File: config.mk
export PLATFORM = sky130hd
export DESIGN_NAME = ieee1355_tx_scheduler
export DESIGN_NICKNAME = d
export VERILOG_FILES = /design/src/rtl/ieee1355_tx_scheduler.sv
export SDC_FILE = /design/constraint.sdc
export NUM_CORES = 1
export LEC_CHECK = 0
export CORE_UTILIZATION = 43
export DETAILED_ROUTE_END_ITERATION = 10
export GPL_TIMING_DRIVEN = 0
export HOLD_SLACK_MARGIN = 0.02
export PLACE_DENSITY = 0.76
export SLEW_MARGIN = 20
export SYNTH_ARGS = -nofsm -noshare
export SYNTH_HDL_FRONTEND = slang
export SYNTH_SLANG_ARGS = --single-unit
File: constraint.sdc
create_clock -name clk_x4 -period 1.9 [get_ports clk_x4]
set_input_delay 0.285 -clock clk_x4 [delete_from_list [all_inputs] [get_ports clk_x4]]
set_output_delay 0.285 -clock clk_x4 [all_outputs]
set_load 0.1 [all_outputs]
File: src/rtl/ieee1355_tx_scheduler.sv
// IEEE1355 DS transmit-lane scheduler: free-running bit/slot timing, NULL preamble
// after link enable, then one round-robin-granted character per slot (NULL when idle).
module ieee1355_tx_scheduler #(
    parameter int G_NUM_REQ     = 4,
    parameter int G_CLK_PER_BIT = 4,
    parameter int G_NULL_PRE    = 8
) (
    input  logic                     clk_x4,
    input  logic                     rst_n,
    input  logic                     link_en,
    input  logic [G_NUM_REQ-1:0]     req_valid,
    input  logic [10*G_NUM_REQ-1:0]  req_data,
    output logic [G_NUM_REQ-1:0]     req_ack,
    output logic [9:0]               char_out,
    output logic                     char_load,
    output logic                     bit_en,
    output logic                     link_up,
    output logic [15:0]              tx_char_count
);

    localparam logic [9:0] NULL_CHAR = 10'b1111000110;
    localparam int         PTR_W     = $clog2(G_NUM_REQ);
    localparam int         CNT_W     = $clog2(G_CLK_PER_BIT);

    typedef enum logic [1:0] {
        ST_DISABLED,
        ST_PREAMBLE,
        ST_RUN
    } state_t;

    state_t             state;
    logic [CNT_W-1:0]   prescaler;
    logic [3:0]         bit_idx;
    logic [7:0]         pre_cnt;
    logic [PTR_W-1:0]   rr_ptr;
    logic               slot_strobe;

    logic [9:0]         req_char [G_NUM_REQ];
    logic               grant_found;
    logic [PTR_W-1:0]   grant_idx;
    logic [PTR_W:0]     cand_sum;
    logic [PTR_W-1:0]   cand_idx;

    for (genvar i = 0; i < G_NUM_REQ; i++) begin : g_unpack
        assign req_char[i] = req_data[10*i +: 10];
    end

    // Bit and slot timing run in every state so the lane always carries characters.
    always_ff @(posedge clk_x4 or negedge rst_n) begin
        if (!rst_n) begin
            prescaler <= '0;
            bit_en    <= 1'b0;
            bit_idx   <= '0;
        end else begin
            // NOTE: sequential state uses non-blocking assignments so every register
            // samples pre-edge values regardless of statement order.
            bit_en    <= (prescaler == CNT_W'(G_CLK_PER_BIT - 1));
            prescaler <= (prescaler == CNT_W'(G_CLK_PER_BIT - 1)) ? '0 : prescaler + 1'b1;
            if (bit_en)
                bit_idx <= (bit_idx == 4'd9) ? 4'd0 : bit_idx + 4'd1;
        end
    end

    assign slot_strobe = bit_en && (bit_idx == 4'd9);

    always_comb begin
        // NOTE: every variable gets a default before the loop so no latch is inferred.
        grant_found = 1'b0;
        grant_idx   = '0;
        cand_sum    = '0;
        cand_idx    = '0;
        // Scan downward so the surviving hit is the first valid requester from rr_ptr.
        for (int k = G_NUM_REQ - 1; k >= 0; k--) begin
            cand_sum = {1'b0, rr_ptr} + (PTR_W+1)'(k);
            if (cand_sum >= (PTR_W+1)'(G_NUM_REQ))
                cand_sum = cand_sum - (PTR_W+1)'(G_NUM_REQ);
            cand_idx = cand_sum[PTR_W-1:0];
            if (req_valid[cand_idx]) begin
                grant_found = 1'b1;
                grant_idx   = cand_idx;
            end
        end
    end

    always_ff @(posedge clk_x4 or negedge rst_n) begin
        if (!rst_n) begin
            state         <= ST_DISABLED;
            pre_cnt       <= '0;
            rr_ptr        <= '0;
            char_out      <= NULL_CHAR;
            char_load     <= 1'b0;
            req_ack       <= '0;
            link_up       <= 1'b0;
            tx_char_count <= '0;
        end else begin
            char_load <= 1'b0;
            req_ack   <= '0;
            if (slot_strobe) begin
                char_load <= 1'b1;
                char_out  <= NULL_CHAR;
            end

            case (state)
                ST_DISABLED: begin
                    link_up <= 1'b0;
                    if (link_en) begin
                        state   <= ST_PREAMBLE;
                        pre_cnt <= '0;
                    end
                end
                ST_PREAMBLE: begin
                    if (!link_en) begin
                        state <= ST_DISABLED;
                    end else if (slot_strobe) begin
                        pre_cnt <= pre_cnt + 8'd1;
                        if (pre_cnt == 8'(G_NULL_PRE - 1)) begin
                            state   <= ST_RUN;
                            link_up <= 1'b1;
                        end
                    end
                end
                ST_RUN: begin
                    // A falling link_en wins over a grant in the same strobe cycle.
                    if (!link_en) begin
                        state   <= ST_DISABLED;
                        link_up <= 1'b0;
                    end else if (slot_strobe && grant_found) begin
                        char_out      <= req_char[grant_idx];
                        req_ack       <= G_NUM_REQ'(1) << grant_idx;
                        tx_char_count <= tx_char_count + 16'd1;
                        rr_ptr        <= (grant_idx == PTR_W'(G_NUM_REQ - 1)) ? '0
                                                                               : grant_idx + 1'b1;
                    end
                end
                default: state <= ST_DISABLED;
            endcase
        end
    end

endmodule

==> out/qor.csv <==
metric;value;unit
status;finished, final reports clean;
worst_setup_path_end_kind;output port;
cp.arrival;1.58;ns
dp.cells;410;
die_x;82.48;um
synth-seq-cells;51;
fin_nets;404;
grt_remaining_overflow;0;
crit_path_end;tx_char_count[5];
ant_nets;0;
tritoncts;built;
path_depth;1;
yosysSeqAreaShare;46.09;%
drt_iter0_markers;58;
core;6096;um^2
cts_buffer_depth;2;
reg2reg_from;rr_ptr[1]$_DFFE_PN0P_;
grt_max_degree;52;
hpwl;4672;um
grt_first_pass_wirelength;10300;um
preCtsSetupSlack;-0.6058;ns
worstSetupPathType;flip-flop to output port;
synth_area_per_cell;10.88;um^2
drtPass1Iterations;4;
final_cells;426;
synth_nets;310;
numCtsBuffers;5;
hold_viol;0;
wire_per_inst;15.01;um
fin_util;63.75;%
path_delay_family;buffers and inverters;
ff2ff_setup_slack;0.09;ns
h-tree-depth;2;
rows;28;
syn_area;2785;um^2
setup_viol_count_final;0;
dieArea;6803;um^2
cpPeakStageDelay;0.87;ns
slew_violations;0;
worstReg2RegEnd;rr_ptr[1]$_DFFE_PN0P_;
crit_fanout;4;
power_density;507.9;nW/um^2
rsz0062_at_grt;false;
io_pins;80;
root_buffer;clkbuf_8;
clk_pin_slew;0.10;ns
r2r_cells;6;
cellLeakagePower;1.817;nW
drv_cap;0;
fin_skew;0.007765;ns
cp.required;1.62;ns
fin_crit;1.862;ns
antenna_found_initial;0;
crit_path_start;tx_char_count[5]$_DFFE_PN0P_;
gp_congestion;0.7928;
synth_cell_type_count;57;
clkLatencyLatePin;0.30;ns
peakVddDrop;401.2;uV
crit_path_top_delay_cell;dlygate4sd2_1;
path_buf_inv;1;
io_buffers;79;
cts.sinks;51;
die_height;82.48;um
hp-class;flip-flop to flip-flop;
final.setup.tns;0;ns
grt_usage;20.24;%
viasPerCell;5.331;
layout_common_cells;41 x clkdlybuf4s50_1, 35 x dfrtp_1, 20 x nand2_1;
fmax;537.1;MHz
synthCells;256;
relSlewSlack;35.63;%
final_common_cell;clkdlybuf4s50_1;
period_share;98.00;%
drc;0;
grt_pass1_vias;2110;
drive_gt1_share;24.79;%
n_fill_cell;525;
path_cells;dlygate4sd2_1;
start_util;45.69;%
wl;6394;um
start_kind;flip-flop;
synthToLayoutAreaGrowth;39.53;%
yosys_warnings;0;
dpl_cell_area;3680;um^2
worst_pin_slew;0.9693;ns
setup_slack;0.03804;ns
fin_area;3886;um^2
diodes;0;
vias;2271;
==> sequential cells by signal (all words and copies together), names as in the netlist, 2 cells and up <==
register	flops
pre_cnt	8
tx_char_count	16
rr_ptr	2
bit_idx	4
req_ack	4
char_out	10
prescaler	2
state	2
==> final cells by class <==
type	instances	area, um^2	share of cell area (%)
Sequential cell	51	1299	33.42
Multi-Input combinational cell	182	1436	36.96
Tap cell	75	93.84	2.415
Clock inverter	3	22.52	0.5795
Buffer	9	72.57	1.867
Timing Repair Buffer	88	837.1	21.54
Inverter	13	56.30	1.449
Clock buffer	5	68.82	1.771
==> how the worst min path moves through the flow <==
stage / start / endpoint / slack (ns) / cells past startpoint
floorplan: rst_n / bit_idx[0]$_DFFE_PN0P_ / -0.01 / 0
global placement: prescaler[0]$_DFF_PN0_ / prescaler[0]$_DFF_PN0_ / 0.41 / 1
detailed placement: rst_n / bit_idx[0]$_DFFE_PN0P_ / 0.36 / 1
CTS: prescaler[0]$_DFF_PN0_ / prescaler[0]$_DFF_PN0_ / 0.45 / 1
global route: prescaler[0]$_DFF_PN0_ / prescaler[0]$_DFF_PN0_ / 0.47 / 1
finish: prescaler[0]$_DFF_PN0_ / prescaler[0]$_DFF_PN0_ / 0.44 / 1
==> cell families after synthesis <==
group | count (synthesis) | synth area share, %
compound gates | 50 | 13.16
xor+xnor | 20 | 6.289
fa+ha+maj | 7 | 3.145
buf+inv | 23 | 4.717
flops | 51 | 46.09
mux | 18 | 6.783
simple gates | 87 | 19.81
==> synth_stat cells, drive strengths merged <==
cell type  number  area (um^2)
dfrtp          45         1126
nand2          23        93.84
mux2i          14        140.1
nor2           14        55.06
inv            13        56.31
xor2           11        96.34
buf             9        71.31
nand3           9        57.56
o21ai           9        45.04
xnor2           9        78.83
a21oi           7        35.03
a221oi          7        67.56
ha              7        87.58
a31oi           6        37.54
and2            6        37.54
and3            6        42.54
dfstp           6        157.7
nand4           6        52.55
o32ai           6        52.55
nor2b           5        31.28
a22o            4        35.03
mux2            4        48.79
nand2b          4        32.53
nor4            4        61.31
o221ai          4        35.03
or2             3        18.77
a21o            2        15.01
nand3b          2        27.53
nor3            2        15.01
a221o           1        10.01
a41oi           1        8.760
and4            1        8.760
clkbuf          1        3.750
nor3b           1        7.510
o21a            1        7.510
o31a            1        10.01
o31ai           1        7.510
or4b            1        10.01
==> stage by stage <==
stage          total power, W  hold WS (ns)
3_5_place_dp         0.001339        0.3590
2_1_floorplan        0.001195      -0.01059
6_report             0.001974        0.4404
5_1_grt              0.002051        0.4725
3_3_place_gp         0.001335        0.4133
4_1_cts              0.001988        0.4477
==> layer usage <==
layer  part of all wire [%]  track usage (%)
met4                   0.83            4.737
met2                     50            34.71
met1                     44            26.15
met3                    5.2            4.066
met5                      0                0
==> power by group <==
| group | total, W | switching, W | leakage (nW) | internal (W) |
|---|---|---|---|---|
| combinational | 0.000234 | 0.000106 | 1.11 | 0.000128 |
| sequential | 0.00109 | 0.00000405 | 0.658 | 0.00109 |
| clock | 0.000647 | 0.000382 | 0.0485 | 0.000265 |
| total | 0.00197 | 0.000492 | 1.82 | 0.00148 |
==> timing repair <==
action                                  in CTS  in global routing
setup buffers                                2                  6
hold endpoints to repair                    22                  0
endpoints found under the setup margin      48                 33
pin swaps                                    3                  4
gates resized for setup                     65                 20
hold buffers                                 1                  0
Power figures use the tool's default switching activity.
